File: config.mk
export PLATFORM = sky130hd
export DESIGN_NAME = dm_access_ctrl
export DESIGN_NICKNAME = d
export VERILOG_FILES = /design/src/rtl/dm_access_ctrl.sv
export SDC_FILE = /design/constraint.sdc
export NUM_CORES = 1
export LEC_CHECK = 0
export ABC_AREA = 1
export CORE_MARGIN = 4
export CORE_UTILIZATION = 41
export CTS_CLUSTER_DIAMETER = 80
export DETAILED_ROUTE_END_ITERATION = 10
export HOLD_SLACK_MARGIN = 0.02
export PLACE_DENSITY = 0.75
export SETUP_SLACK_MARGIN = 0.05
export SYNTH_ARGS = -nofsm -noshare
export SYNTH_HDL_FRONTEND = slang
export SYNTH_SLANG_ARGS = --single-unit
File: constraint.sdc
create_clock -name clk -period 1.54 [get_ports clk]
set_input_delay 0.154 -clock clk [delete_from_list [all_inputs] [get_ports clk]]
set_output_delay 0.154 -clock clk [all_outputs]
set_load 0.01 [all_outputs]
File: src/rtl/dm_access_ctrl.sv
`default_nettype none
// +----------------------------------------------------------------------------+
// | Module      : dm_access_ctrl                                               |
// | Description : Round-robin two-requester front end for the word-wide data   |
// |               memory; byte/half stores become read-modify-write, sub-word  |
// |               loads are lane-extracted and zero-extended.                  |
// | Revision    : 1.0 - initial release                                        |
// +----------------------------------------------------------------------------+
module dm_access_ctrl #(
  parameter int MEM_AW = 10
) (
  input  logic              clk,
  input  logic              reset,
  input  logic [1:0]        req_valid,
  output logic [1:0]        req_ready,
  input  logic [1:0]        req_we,
  input  logic [3:0]        req_size,
  input  logic [63:0]       req_addr,
  input  logic [63:0]       req_wdata,
  output logic [1:0]        rsp_valid,
  output logic              rsp_err,
  output logic [31:0]       rsp_rdata,
  output logic              mem_we,
  output logic [MEM_AW-1:0] mem_addr,
  output logic [31:0]       mem_wdata,
  input  logic [31:0]       mem_rdata
);

  localparam logic [1:0] c_SZ_BYTE = 2'b00;
  localparam logic [1:0] c_SZ_HALF = 2'b01;
  localparam logic [1:0] c_SZ_WORD = 2'b10;

  typedef enum logic [1:0] {
    IDLE   = 2'd0,
    ACCESS = 2'd1,
    RMW_WR = 2'd2,
    RESP   = 2'd3
  } state_t;

  state_t r_state, w_state_nxt;

  logic              r_gnt;
  logic              r_last_grant;
  logic              r_we;
  logic [1:0]        r_size;
  logic [MEM_AW+1:0] r_addr;
  logic [31:0]       r_wdata;
  logic [31:0]       r_merged;
  logic [31:0]       r_rdata;
  logic              r_err;

  logic              w_any;
  logic              w_gnt;
  logic              w_sel_we;
  logic [1:0]        w_sel_size;
  logic [31:0]       w_sel_addr;
  logic [31:0]       w_sel_wdata;
  logic              w_bad;
  logic              w_word_store;
  logic [31:0]       w_load_data;
  logic [31:0]       w_merged;
  logic              w_unused_addr_hi;

  // Both valid: the requester not served last time wins.
  assign w_any       = |req_valid;
  assign w_gnt       = (&req_valid) ? ~r_last_grant : req_valid[1];
  assign w_sel_we    = w_gnt ? req_we[1]         : req_we[0];
  assign w_sel_size  = w_gnt ? req_size[3:2]     : req_size[1:0];
  assign w_sel_addr  = w_gnt ? req_addr[63:32]   : req_addr[31:0];
  assign w_sel_wdata = w_gnt ? req_wdata[63:32]  : req_wdata[31:0];

  // Upper address bits alias onto the memory; they are deliberately dropped.
  assign w_unused_addr_hi = &{1'b0, w_sel_addr[31:MEM_AW+2]};

  assign w_bad = (w_sel_size == 2'b11) ||
                 ((w_sel_size == c_SZ_HALF) && w_sel_addr[0]) ||
                 ((w_sel_size == c_SZ_WORD) && (w_sel_addr[1:0] != 2'b00));

  assign w_word_store = r_we && (r_size == c_SZ_WORD);

  always_comb begin
    w_load_data = 32'd0;
    w_merged    = mem_rdata;
    case (r_size)
      c_SZ_BYTE: begin
        case (r_addr[1:0])
          2'd0: begin
            w_load_data = {24'd0, mem_rdata[7:0]};
            w_merged[7:0] = r_wdata[7:0];
          end
          2'd1: begin
            w_load_data = {24'd0, mem_rdata[15:8]};
            w_merged[15:8] = r_wdata[7:0];
          end
          2'd2: begin
            w_load_data = {24'd0, mem_rdata[23:16]};
            w_merged[23:16] = r_wdata[7:0];
          end
          default: begin
            w_load_data = {24'd0, mem_rdata[31:24]};
            w_merged[31:24] = r_wdata[7:0];
          end
        endcase
      end
      c_SZ_HALF: begin
        if (r_addr[1]) begin
          w_load_data = {16'd0, mem_rdata[31:16]};
          w_merged[31:16] = r_wdata[15:0];
        end else begin
          w_load_data = {16'd0, mem_rdata[15:0]};
          w_merged[15:0] = r_wdata[15:0];
        end
      end
      default: begin
        w_load_data = mem_rdata;
      end
    endcase
  end

  always_ff @(posedge clk) begin
    if (reset) begin
      r_state <= IDLE;
    end else begin
      r_state <= w_state_nxt;
    end
  end

  always_comb begin
    w_state_nxt = r_state;
    case (r_state)
      IDLE: begin
        if (w_any) begin
          w_state_nxt = w_bad ? RESP : ACCESS;
        end
      end
      ACCESS: begin
        if (r_we && (r_size != c_SZ_WORD)) begin
          w_state_nxt = RMW_WR;
        end else begin
          w_state_nxt = RESP;
        end
      end
      RMW_WR:  w_state_nxt = RESP;
      default: w_state_nxt = IDLE;
    endcase
  end

  always_ff @(posedge clk) begin
    if (reset) begin
      r_gnt        <= 1'b0;
      r_last_grant <= 1'b1;
      r_we         <= 1'b0;
      r_size       <= 2'b00;
      r_addr       <= '0;
      r_wdata      <= 32'd0;
      r_merged     <= 32'd0;
      r_rdata      <= 32'd0;
      r_err        <= 1'b0;
    end else begin
      if ((r_state == IDLE) && w_any) begin
        r_gnt        <= w_gnt;
        r_last_grant <= w_gnt;
        r_we         <= w_sel_we;
        r_size       <= w_sel_size;
        r_addr       <= w_sel_addr[MEM_AW+1:0];
        r_wdata      <= w_sel_wdata;
        r_err        <= w_bad;
        r_rdata      <= 32'd0;
      end
      if (r_state == ACCESS) begin
        if (!r_we) begin
          r_rdata <= w_load_data;
        end else if (r_size != c_SZ_WORD) begin
          r_merged <= w_merged;
        end
      end
    end
  end

  // Outputs are gated by reset so an in-flight write or response dies in the reset cycle.
  always_comb begin
    req_ready = 2'b00;
    rsp_valid = 2'b00;
    rsp_err   = 1'b0;
    rsp_rdata = 32'd0;
    mem_we    = 1'b0;
    mem_addr  = '0;
    mem_wdata = 32'd0;
    if (!reset) begin
      mem_addr = r_addr[MEM_AW+1:2];
      case (r_state)
        IDLE: begin
          if (w_any) begin
            req_ready = w_gnt ? 2'b10 : 2'b01;
          end
        end
        ACCESS: begin
          if (w_word_store) begin
            mem_we    = 1'b1;
            mem_wdata = r_wdata;
          end
        end
        RMW_WR: begin
          mem_we    = 1'b1;
          mem_wdata = r_merged;
        end
        default: begin
          rsp_valid = r_gnt ? 2'b10 : 2'b01;
          rsp_err   = r_err;
          rsp_rdata = r_rdata;
        end
      endcase
    end
  end

endmodule
`default_nettype wire

======== Word-level counts from Yosys, hierarchy flattened ========
Index checks and enable logic that the tools add are counted.
cells by class
  add/sub/neg operators ................... 0
  multiply operators ...................... 0
  divide/modulo/power cells ............... 0
  order comparisons ....................... 0
  equality and inequality tests ........... 11
  shift operators ......................... 0
  muxes and demuxes ....................... 40
  bitwise gates (word level) .............. 1
  reduce and logical (&&, ||, !) cells .... 16
operator list
  kind                number
  $mux 32             8
  $pmux 32 s2         3
  $mux 16             3
  $mux 8              4
  $pmux 8 s3          1
  $mux 2              10
  $mux 12             1
  $eq 2x2->1 const B  5
  $mux 10             1
  $eq 2x1->1 const B  4
  $mux 1              7
  $logic_not 2->1     3
  $pmux 2 s3          1
  $reduce_or 3->1     2
  $logic_and 1x1->1   5
  $ne 2x2->1 const B  2
  $reduce_and 3->1    1
  $logic_or 1x1->1    2
  $pmux 1 s2          1
  $reduce_and 2->1    1
  $reduce_bool 2->1   1
  $reduce_or 2->1     1
  $not 1->1           1
word-level totals
  flip-flop bits (word level) ............. 116
  latch bits .............................. 0
  memory bits (writable) .................. 0
  memory bits (read-only) ................. 0
  input bits .............................. 170
  output and inout port bits .............. 80
  word-level logic and storage cells ...... 78
  memories kept ........................... 0

======== Depth between registers and ports, before layout ========
  depth after elaboration ................. 10
  mapped depth ............................ 10
  mapped depth without buffers ............ 10

======== Worst setup path before layout ========
OpenSTA, ideal clock, no wires.
  path kind ............................... reg-to-output
  start point ............................. register r_state[1]
  end point ............................... output mem_wdata[10]
  arrival time ............................ 1.401 ns
  data required time ...................... 1.386 ns
  path slack .............................. -0.015 ns
  stages on the path, launching flop included .. 8
  path buffers ............................ 1
  path through ............................ dfxtp_1 > inv_1 > ha_1 > nand2_1 > inv_1 > buf_1 > nand3_1 > a21oi_1
on the way
  cells in the longest elaborated chain, start to end .. 3
  elaborated cells between the ends (all ways) .. 4
  classes of those cells .................. eq/ne: 2; mux: 2
RTL lines
  element                                          line  text
  start, declared                                  40    state_t r_state, w_state_nxt;
  start signal, assigned                           124   r_state <= w_state_nxt;
  $eq 2x2->1 / $eq 2x1->1 (equally long branches)  191   case (r_state)
  $pmux 32 s2 *                                    191
  $mux 32 *                                        189   if (!reset) begin
  end, declared                                    25    output logic [31:0] mem_wdata,
Every way passes the cells marked *; elsewhere a longest branch is shown, timed or not.

======== Worst setup path in the final report ========
  start point ............................. register r_state[1]
  end point ............................... output mem_wdata[14]
The elaborated chain is that of the path after synthesis.

==> summary.md <==
| Metric | Value |
|---|---|
| Status | finished, violations left |
| Violations in the final reports | setup timing |
| Time the final worst path needs with I/O delays and setup | 2.001 ns |
| Start of the worst register-to-register path | r_state[1]$_SDFFE_PP0P_ |
| Max-capacitance violation count | 0 |
| Share of post-route cells with drive strength above 1 | 40.84% |
| First DRT Iteration DRCs | 916 |
| Required time reported for the critical path endpoint | 1.39 ns |
| Series of cell instances along the critical path | inv_2 > buf_6 > ha_4 > nand2_8 > clkbuf_16 > a21oi_2 > buf_2 |
| Routed WL per cell | 22.82 um |
| Root Buffer Master | sky130_fd_sc_hd__clkbuf_16 |
| Via count of the first global-routing pass | 8403 |
| Pin count of the biggest net entering global routing | 45 |
| Vertical die dimension | 137.5 um |
| Worst-case headroom to the max-slew limit | 50.07% |
| Worst slew pin tran | 0.7490 ns |
| Final core utilization | 80.40% |
| Cell type with the largest total area after synthesis | sky130_fd_sc_hd__dfxtp_1 |
| Synth unique cells | 36 |
| Static leakage | 5.198 nW |
| Sum of buffers and inverters on the critical path | 4 |
| Total routing usage reported by global routing | 31.43% |
| Global placer's final weighted congestion | 0.9859 |
| Clock net sink count | 116 |
| Hold buffer count at CTS | 0 |
| Peak Freq | 499.9 MHz |
| Cell family with most CP delay | buffers and inverters |
| I/O pins | 250 |
| Width of the chip | 137.5 um |
| Type of element capturing the critical path | output port |
| Final period util | 129.9% |
| Area share of the largest cell type after synthesis | 33.79% |
| Share of flip-flops with an asynchronous set or reset | 0% |
| Clock Path Buffers | 2 |
| Initial antenna violation count | 1 |
| Slowest cell delay on critical path | 0.35 ns |
| Core Region | 16520 sq um |
| Clock slew at the register clock pins of the worst setup and hold paths | 0.06 ns |
| Yosys warning total | 0 |
| Power per cell area | 1709 nW/um^2 |
| Final worst setup slack | -0.4606 ns |
| Count of buffers from port buffering | 209 |
| Worst Path Max Fanout | 7 |
| Final count of pins violating max slew | 0 |
| Sort of element at the start of the critical path | flip-flop |
| First-pass GRT wire length | 45.97 mm |
| Count of endpoints failing setup in the final report | 182 |
| Starting Density | 41.59% |
| Syn-to-layout area delta | 93.32% |
| Post-synth EDFFs | 0 |
| Die Footprint | 18900 sq um |
| Dominant combinational cell family by area after synthesis | compound AO/OA/AOI/OAI gates |
| Initial DRT Pass Iterations | 8 |
| Average vias per placed instance | 5.962 |
| Number of register bits inferred by synthesis | 116 |
| Inserted Clock Buffers | 17 |
| Nets | 1538 |
| Detailed Place HPWL | 20.06 mm |
| Peak supply drop | 1.093 mV |
| CP Depth | 7 |
| Clock latency on the worst-skew pair | 0.43 ns |
| Number of H-tree branching levels | 4 |
| Hold/Removal Path Class | input port to flip-flop |
| Count of unresolved DRC violations after routing | 0 |
| Routed wire length | 36.44 mm |
| Multiplexer share of the synthesized area | 0% |
| Synthesized area per cell | 6.539 sq um |
| Fillers | 998 |
| Number of nets in the synthesized netlist | 1226 |
| Post-synthesis sequential area ratio | 33.79% |
| Clock tree from TritonCTS | yes |
| Cell area after technology mapping | 6873 sq um |
| DP Area | 9827 sq um |
| Type of the setup path with the least slack | flip-flop to output port |
| Number of cell instances on the worst register-to-register path | 10 |
| Vias after detailed routing | 9522 |
| Leftover overflow at the end of global routing | 0 |
| Worst Setup SP | r_state[1]$_SDFFE_PP0P_ |
| Unrepaired setup endpoints after global routing | true |
| Routed Antenna Nets | 0 |
| Arrival time of the worst setup path | 1.85 ns |
| Cell with the largest stage delay on the worst path | sky130_fd_sc_hd__dfxtp_2 |
| Endpoint of the worst register-to-register path | r_merged[31]$_SDFFE_PP0P_ |
| Total count of hold-check failures in the final report | 0 |
| Termination of the worst setup path | mem_wdata[14] |
| Cells after synthesis | 1051 |
| Worst setup skew after layout | 0.01297 ns |
| Start point of the worst min-delay path | reset |
| Final non-filler cell area | 13290 sq um |
| Share of synthesized cell area in full adder, half adder and majority cells | 0.9102% |
| Row cnt | 47 |
| Top FF cell, synth | sky130_fd_sc_hd__dfxtp_1 |
| Slack of the worst reg-to-reg path | -0.22 ns |
| Area fraction in compound gates after synthesis | 30.57% |
| Post-synthesis simple-gate area fraction | 23.87% |
| Xor/xnor cell area share of the yosys netlist | 0% |
| Top area cells in the synthesized netlist | sky130_fd_sc_hd__dfxtp_1 34%, sky130_fd_sc_hd__nand2_1 14%, sky130_fd_sc_hd__a21oi_1 8.5%, sky130_fd_sc_hd__o21ai_0 7.9%, sky130_fd_sc_hd__inv_1 4.5% |
[per-layer routing]
layer  up-vias  track usage, %  wire, um
met4         0           12.75      1985
met1      4493           41.15     13740
met2       600           50.08     17520
li1       4259               -         -
met5         -               0         0
met3       170           7.012      3198
[power breakdown]
group / switching [mW] / total [mW] / internal [mW]
clock network: 1.66 / 4.22 / 2.55
logic: 7.45 / 13.7 / 6.22
registers: 0.920 / 4.81 / 3.89
[final cells by class]
type / count / area [sq um] / area share (%)
diodes: 1 / 2.502 / 0.01883
clock buffers: 17 / 425.4 / 3.202
clock inverters: 15 / 181.4 / 1.365
inverters: 90 / 372.9 / 2.806
multi-input cells: 758 / 5544 / 41.73
flip-flops and latches: 116 / 2332 / 17.55
well taps: 220 / 275.3 / 2.072
repair buffers: 380 / 4153 / 31.26
[kinds of logic (layout without fill, tap and decap cells)]
family	count (synthesis)	in the layout
buffers and inverters	177	502
AO/OA/AOI/OAI	356	356
other	0	1
AND/OR/NAND/NOR	397	397
flip-flops	116	116
adder cells (fa/ha/maj)	5	5
[cell usage in the layout, fill, tap and decap left out, types with 19 or more instances in the layout]
cell and count:
sky130_fd_sc_hd__nand2_1 225, sky130_fd_sc_hd__buf_4 80, sky130_fd_sc_hd__nor2_4 28, sky130_fd_sc_hd__buf_6 55, sky130_fd_sc_hd__nand3_2 25, sky130_fd_sc_hd__o21ai_2 43
sky130_fd_sc_hd__dfxtp_1 112, sky130_fd_sc_hd__clkdlybuf4s50_1 128, sky130_fd_sc_hd__a21oi_1 48, sky130_fd_sc_hd__o21ai_0 52, sky130_fd_sc_hd__clkbuf_16 26, sky130_fd_sc_hd__o211ai_1 22
sky130_fd_sc_hd__nand3_1 25, sky130_fd_sc_hd__a21oi_4 21, sky130_fd_sc_hd__nand2_2 19, sky130_fd_sc_hd__buf_12 32, sky130_fd_sc_hd__inv_1 75, sky130_fd_sc_hd__a21oi_2 48
sky130_fd_sc_hd__nor2_1 45, sky130_fd_sc_hd__buf_2 48
[worst min-delay path by stage]
stage | slack, ns | cells past startpoint | to
4_1_cts | 0.25 | 5 | r_gnt$_SDFFE_PP0P_
3_5_place_dp | 0.49 | 2 | r_last_grant$_SDFFE_PP1P_
2_1_floorplan | 0.27 | 2 | r_addr[2]$_SDFFE_PP0P_
5_1_grt | 0.28 | 5 | r_gnt$_SDFFE_PP0P_
6_report | 0.27 | 5 | r_gnt$_SDFFE_PP0P_
3_3_place_gp | 0.46 | 2 | r_last_grant$_SDFFE_PP1P_
[flip-flops by register name (all words and copies together) (netlist names), 2 cells and up]
signal	cells
r_rdata	32
r_size	2
r_wdata	32
r_merged	32
r_addr	12
r_state	2
[synthesized netlist by cell type (all sizes together), types with 2 or more instances]
master / number
a211oi: 16
a21oi: 117
a221oi: 5
a311oi: 9
a31oi: 35
a41oi: 16
buf: 52
clkbuf: 35
dfxtp: 116
ha: 5
inv: 89
nand2: 255
nand3: 54
nand4: 3
nor2: 79
nor3: 2
nor3b: 3
o2111ai: 6
o211ai: 22
o21ai: 117
o221ai: 7
o22ai: 2
[through the flow]
stage	TNS (ns)	cells	hold slack, ns	total power [mW]	setup slack [ns]
floorplan	0	1051	0.2672	8.715	0.06143
finish	-36.51	1597	0.2706	22.71	-0.4606
global placement	-27.43	1496	0.4632	11.88	-0.3275
global route	-45.81	1597	0.2784	23.48	-0.5209
detailed placement	-31.10	1496	0.4868	11.98	-0.4363
CTS	-25.08	1570	0.2473	18.84	-0.3615
[worst min-delay path, stage by stage]
cell and delay, ns:
sky130_fd_sc_hd__buf_2 0.11, sky130_fd_sc_hd__inv_2 0.10, sky130_fd_sc_hd__buf_4 0.18, sky130_fd_sc_hd__nand3_2 0.07
sky130_fd_sc_hd__nand2_1 0.04
[repair_timing]
item | in CTS | in global routing
buffers inserted | 24 | 28
resized for setup | 429 | 387
cloned | 19 | 10
setup endpoints to repair | 191 | 188
endpoints found under the hold margin | 0 | 0
pin swaps | 18 | 49
(Power assumes the default switching activity.)
